### src/rtl/mul32_seq_pkg.sv
// Shared constants for the sequential shift-add multiplier: operand width,
// iteration counter width, FSM encodings and the operand magnitude helper.
package mul32_seq_pkg;

    localparam int N  = 32;
    localparam int CW = $clog2(N);

    localparam logic [1:0] S_IDLE = 2'd0;
    localparam logic [1:0] S_CALC = 2'd1;
    localparam logic [1:0] S_FIX  = 2'd2;
    localparam logic [1:0] S_DONE = 2'd3;

    // Signed 0x80000000 maps to itself, which is the correct unsigned magnitude.
    function automatic logic [N-1:0] magnitude(input logic [N-1:0] value, input logic is_signed);
        logic [N-1:0] result;
        if (is_signed && value[N-1]) begin
            result = ~value + {{(N-1){1'b0}}, 1'b1};
        end else begin
            result = value;
        end
        return result;
    endfunction

endpackage

### src/rtl/mul32_seq_neg64.sv
// Combinational 2N-bit conditional two's-complement negate used to apply the
// product sign after the unsigned magnitude multiply.
module mul32_seq_neg64
    import mul32_seq_pkg::*;
(
    input  logic [2*N-1:0] value,
    input  logic           neg,
    output logic [2*N-1:0] product
);

    // Negate modulo 2^(2N) when the operand signs differed.
    always_comb begin
        product = value;
        if (neg) begin
            product = ~value + {{(2*N-1){1'b0}}, 1'b1};
        end else begin
            product = value;
        end
    end

endmodule

### src/rtl/mul32_seq.sv
// Sequential 32x32 shift-add multiplier: one multiplier bit per CALC cycle,
// a FIX cycle for the sign, and a registered 64-bit product on Hi/Lo.
module mul32_seq
    import mul32_seq_pkg::*;
(
    input  logic         Clk,
    input  logic         Rst,
    input  logic         Start,
    input  logic         Sign,
    input  logic [N-1:0] A,
    input  logic [N-1:0] B,
    output logic         Busy,
    output logic         Done,
    output logic [N-1:0] Hi,
    output logic [N-1:0] Lo
);

    logic [1:0]     state_r;
    logic [1:0]     next_state_s;
    logic           neg_r;
    logic [2*N-1:0] mcand_r;
    logic [N-1:0]   mplier_r;
    logic [2*N-1:0] acc_r;
    logic [CW-1:0]  count_r;
    logic [N-1:0]   hi_r;
    logic [N-1:0]   lo_r;
    logic           accept_s;
    logic [2*N-1:0] product_s;

    assign accept_s = Start && ((state_r == S_IDLE) || (state_r == S_DONE));

    // Next-state decode for the IDLE/CALC/FIX/DONE sequence.
    always_comb begin
        next_state_s = S_IDLE;
        case (state_r)
            S_IDLE: begin
                if (Start) next_state_s = S_CALC;
                else       next_state_s = S_IDLE;
            end
            S_CALC: begin
                if (count_r == CW'(N-1)) next_state_s = S_FIX;
                else                     next_state_s = S_CALC;
            end
            S_FIX:  next_state_s = S_DONE;
            S_DONE: begin
                if (Start) next_state_s = S_CALC;
                else       next_state_s = S_IDLE;
            end
            default: next_state_s = S_IDLE;
        endcase
    end

    mul32_seq_neg64 u_neg64 (
        .value   (acc_r),
        .neg     (neg_r),
        .product (product_s)
    );

    // State, operand latch, shift-add iteration and result registers.
    always_ff @(posedge Clk) begin
        if (Rst) begin
            state_r  <= S_IDLE;
            neg_r    <= 1'b0;
            mcand_r  <= {(2*N){1'b0}};
            mplier_r <= {N{1'b0}};
            acc_r    <= {(2*N){1'b0}};
            count_r  <= {CW{1'b0}};
            hi_r     <= {N{1'b0}};
            lo_r     <= {N{1'b0}};
        end else begin
            state_r <= next_state_s;
            if (accept_s) begin
                neg_r    <= Sign & (A[N-1] ^ B[N-1]);
                mcand_r  <= {{N{1'b0}}, magnitude(A, Sign)};
                mplier_r <= magnitude(B, Sign);
                acc_r    <= {(2*N){1'b0}};
                count_r  <= {CW{1'b0}};
            end else if (state_r == S_CALC) begin
                // mcand_r is pre-shifted each cycle, so it always equals |A| << count.
                if (mplier_r[0]) begin
                    acc_r <= acc_r + mcand_r;
                end
                mcand_r  <= mcand_r << 1;
                mplier_r <= mplier_r >> 1;
                count_r  <= count_r + CW'(1);
            end
            if (state_r == S_FIX) begin
                hi_r <= product_s[2*N-1:N];
                lo_r <= product_s[N-1:0];
            end
        end
    end

    assign Busy = (state_r == S_CALC) || (state_r == S_FIX);
    assign Done = (state_r == S_DONE);
    assign Hi   = hi_r;
    assign Lo   = lo_r;

endmodule
### config.mk
export PLATFORM = sky130hd
export DESIGN_NAME = mul32_seq
export DESIGN_NICKNAME = d
export VERILOG_FILES = /design/src/rtl/mul32_seq_pkg.sv /design/src/rtl/mul32_seq_neg64.sv /design/src/rtl/mul32_seq.sv
export SDC_FILE = /design/constraint.sdc
export NUM_CORES = 1
export LEC_CHECK = 0
export CORE_UTILIZATION = 40
export CTS_CLUSTER_DIAMETER = 40
export DETAILED_ROUTE_END_ITERATION = 10
export PLACE_DENSITY_LB_ADDON = 0.05
export SYNTH_ARGS = -nofsm -noshare
export SYNTH_HDL_FRONTEND = slang
export SYNTH_SLANG_ARGS = --single-unit
### constraint.sdc
create_clock -name Clk -period 3.6 [get_ports Clk]
set_input_delay 0.72 -clock Clk [delete_from_list [all_inputs] [get_ports Clk]]
set_output_delay 0.72 -clock Clk [all_outputs]
set_load 0.005 [all_outputs]
==> reports/qor.yml <==
sta:
  maxClockFrequency_mhz: 273
  final-hold-violation-count: 0
  worst_slew_margin_rel_pct: 32.0
  worst_hold_slack_ns: 0.481
  skew_ns: 0.0162
  max_slew.worst_pin.slew_ns: 1.02
  finalWorstSetupSlack_ns: -0.0628
  final.period_utilization_pct: 102
  fin_setup_tns_ns: -0.0628
  rsz_0062_raised_after_global_routing: "true"
  setup_violations: 1
  report.final.slew_viol_count: 0
  layout_min_cycle_time_ns: 3.66
synthesis:
  synth-seq-cells: 232
  synth.yosys.warnings: 0
  synth_top_area_share_pct: 31.4
  ys_seq_area_share_pct: 31.4
  synth_most_common_cell: "nor2_1"
  synth-edff-count: 0
  netlist.top_cell.by_area: "dfxtp_1"
  yosysUniqueCellTypes: 64
  postSynth.topFlopCell: "dfxtp_1"
  synth.cell_area_um2: 14800
  postSynthAreaPerCell_um2: 7.96
  synth.top_cells.by_area: "dfxtp_1 (31%), mux2i_1 (7.7%), nor2_1 (6.3%)"
  cells_after_synth: 1861
  net_count_after_synthesis: 2001
  netlist_top_cells_count: "nor2_1 (247), dfxtp_1 (232), nand2_1 (187)"
  post_synth_arst_share_pct: 0
placed_design:
  numPortBuffers: 133
  place.detailed.hpwl_um: 35200
  dpl_cell_area_um2: 18000
  pre_cts_ws_ns: -0.338
  gp_congestion: 0.913
route:
  avgRoutedWirePerCell_um: 17.6
  viasPerCell: 5.40
  drt_first_pass_iters: 8
  routed-via-count: 14300
  detail_route.iter0.violations: 757
  drc_errors: 0
  drtAntennaViolNets: 0
  detail_route.wirelength_um: 46600
finish:
  final_area_um2: 19800
  post_route_cells_drive_above_1_share_pct: 16.2
  antenna_cells: 0
  layout.nets: 2288
  area.growth.synth_to_final_pct: 33.6
clock_tree:
  clk_path_buf_depth: 3
  tritoncts.num_buffers: 43
  insertion_delay_ns: 0.56
  numClockSinks: 232
  clk_transition_reported_paths_ns: 0.05
  cts.htree.levels: 2
  hold_buffers: 0
  cts_tree: "built"
  cts_root_buf: "clkbuf_16"
power:
  worst_ir_drop_vdd_v: 0.000285
  internal_pwr_total_mw: 5.77
  switchingPower_mw: 2.08
  clock_power_share_pct: 52.5
  p_leak_nw: 8.20
  p_per_area_nw_per_um2: 396
  power.combinational.fraction_pct: 12.9
  power_frac_seq_pct: 34.6
  power_switching_share_pct: 26.5
die:
  initial_core_util_pct: 40.6
  die_width_um: 194
  ioPinCount: 134
  fp-row-count: 70
  design.core.area_um2: 36500
  fp.dieH_um: 194
  die_area_um2: 37800
flow_run:
  maxCapViolCount: 0
global_route:
  grt_pass1_wl_um: 74700
  grt_antenna_before_repair: 0
  grt_max_degree: 123
  number_of_global_route_vias_before_repair: 13900
  globalRouteTotalUtil_pct: 24.6
  grt_overflow: 0
critical_path:
  worst-endpoint-arrival_ns: 4.08
  worst-endpoint-required_ns: 4.02
  crit_path_end_kind: "register"
  critical_path_peak_fanout: 4
  critPathKind: "register to register"
  startpoint_type: "register"
hold_path:
  timing.hold.worst.class: "register to register"
outcome:
  failed_checks: "negative setup slack"
  status: "finished, violations left"
[timing repair]
action | CTS | global route
resized for setup | 19 | 34
endpoints found under the setup margin | 10 | 18
buffers inserted | 1 | 2
pin swaps | 10 | 9
[path summary, 6_finish.rpt]
check / start / to / slack [ns] / cells past startpoint
hold reg to reg: Lo[27] / Lo[27] / 0.48 / 2
setup reg to reg: acc_r[11] / Hi[25] / -0.06 / 11
setup / recovery: acc_r[11] / Hi[25] / -0.06 / 11
hold / removal: Lo[27] / Lo[27] / 0.48 / 2
[cell usage in the layout (no fill, tap or decap), types with 5 or more instances in the layout]
master and instances:
nor2_1 245, dfxtp_1 229, buf_4 217, nand2_1 185, a21oi_1 152, clkdlybuf4s50_1 132
mux2i_1 114, a211oi_1 111, xor2_1 103, xnor2_1 79, o21ai_0 71, ha_1 68
clkbuf_16 44, a21o_1 36, nand3_1 31, inv_1 30, nor3_1 29, nand4_1 28
nor4_1 22, o31ai_1 21, or4_1 14, o41ai_1 13, and3_1 12, and2_1 11
or3_1 11, nand2b_1 11, o21bai_1 11, nor2b_1 9, a31oi_1 8, clkinv_2 8
inv_6 7, clkinvlp_4 7, o21ai_1 6, a211oi_2 5, clkbuf_8 5
[cell families after synthesis]
group           share of synthesized area, %
fa+ha+maj                               6.13
compound gates                          20.6
mux                                     7.78
flops                                   31.4
buf+inv                                 3.57
xor+xnor                                10.8
simple gates                            19.8
[routing by layer]
layer | part of all wire (%) | vias up | GRT usage, %
li1 | - | 7251 | -
met3 | 5.1 | 73 | 4.30
met5 | 0 | - | 0
met1 | 48 | 6658 | 33.5
met2 | 45 | 331 | 39.1
met4 | 2.4 | 0 | 7.97
[through the flow]
stage / power [mW] / utilization, % / std cells
floorplan: 3.32 / - / 1861
global placement: 3.75 / 49.4 / 2569
detailed placement: 3.76 / 49.4 / 2569
CTS: 7.92 / 53.7 / 2650
global route: 8.16 / 54.2 / 2651
finish: 7.85 / 54.2 / 2651
[critical path: stages (launching register included)]
cell	delay, ns
dfxtp_1	0.30
or4_4	0.55
nor2_4	0.17
nand3_4	0.09
or2_4	0.26
or4_4	0.44
or4b_4	0.54
or2_4	0.28
or3_4	0.37
o41ai_4	0.22
xor2_1	0.21
a211oi_2	0.09
[flip-flops by register name (all words and copies together) (netlist names)]
name,flops
Hi,32
Lo,32
acc_r,64
count_r,5
mcand_r,64
mplier_r,32
neg_r,1
state_r,2
[power by group through the flow]
stage	Sequential, mW	Combinational (mW)	Clock, mW
after CTS	2.71	1.01	4.20
after floorplan	2.75	0.580	0
after detailed placement	2.76	0.994	0
after global routing	2.72	1.11	4.33
final	2.71	1.02	4.12
after global placement	2.76	0.989	0
[area by class of cell]
| cell class | instances | area [um^2] |
|---|---|---|
| clock buffers | 50 | 1170 |
| clock inverters | 30 | 317 |
| repair buffers | 353 | 3030 |
| multi-input cells | 1488 | 9930 |
| fillers | 3501 | 16700 |
| well taps | 468 | 586 |
| flip-flops and latches | 232 | 4650 |
| inverters | 30 | 113 |
No activity file was read; power rests on OpenSTA's default activity.
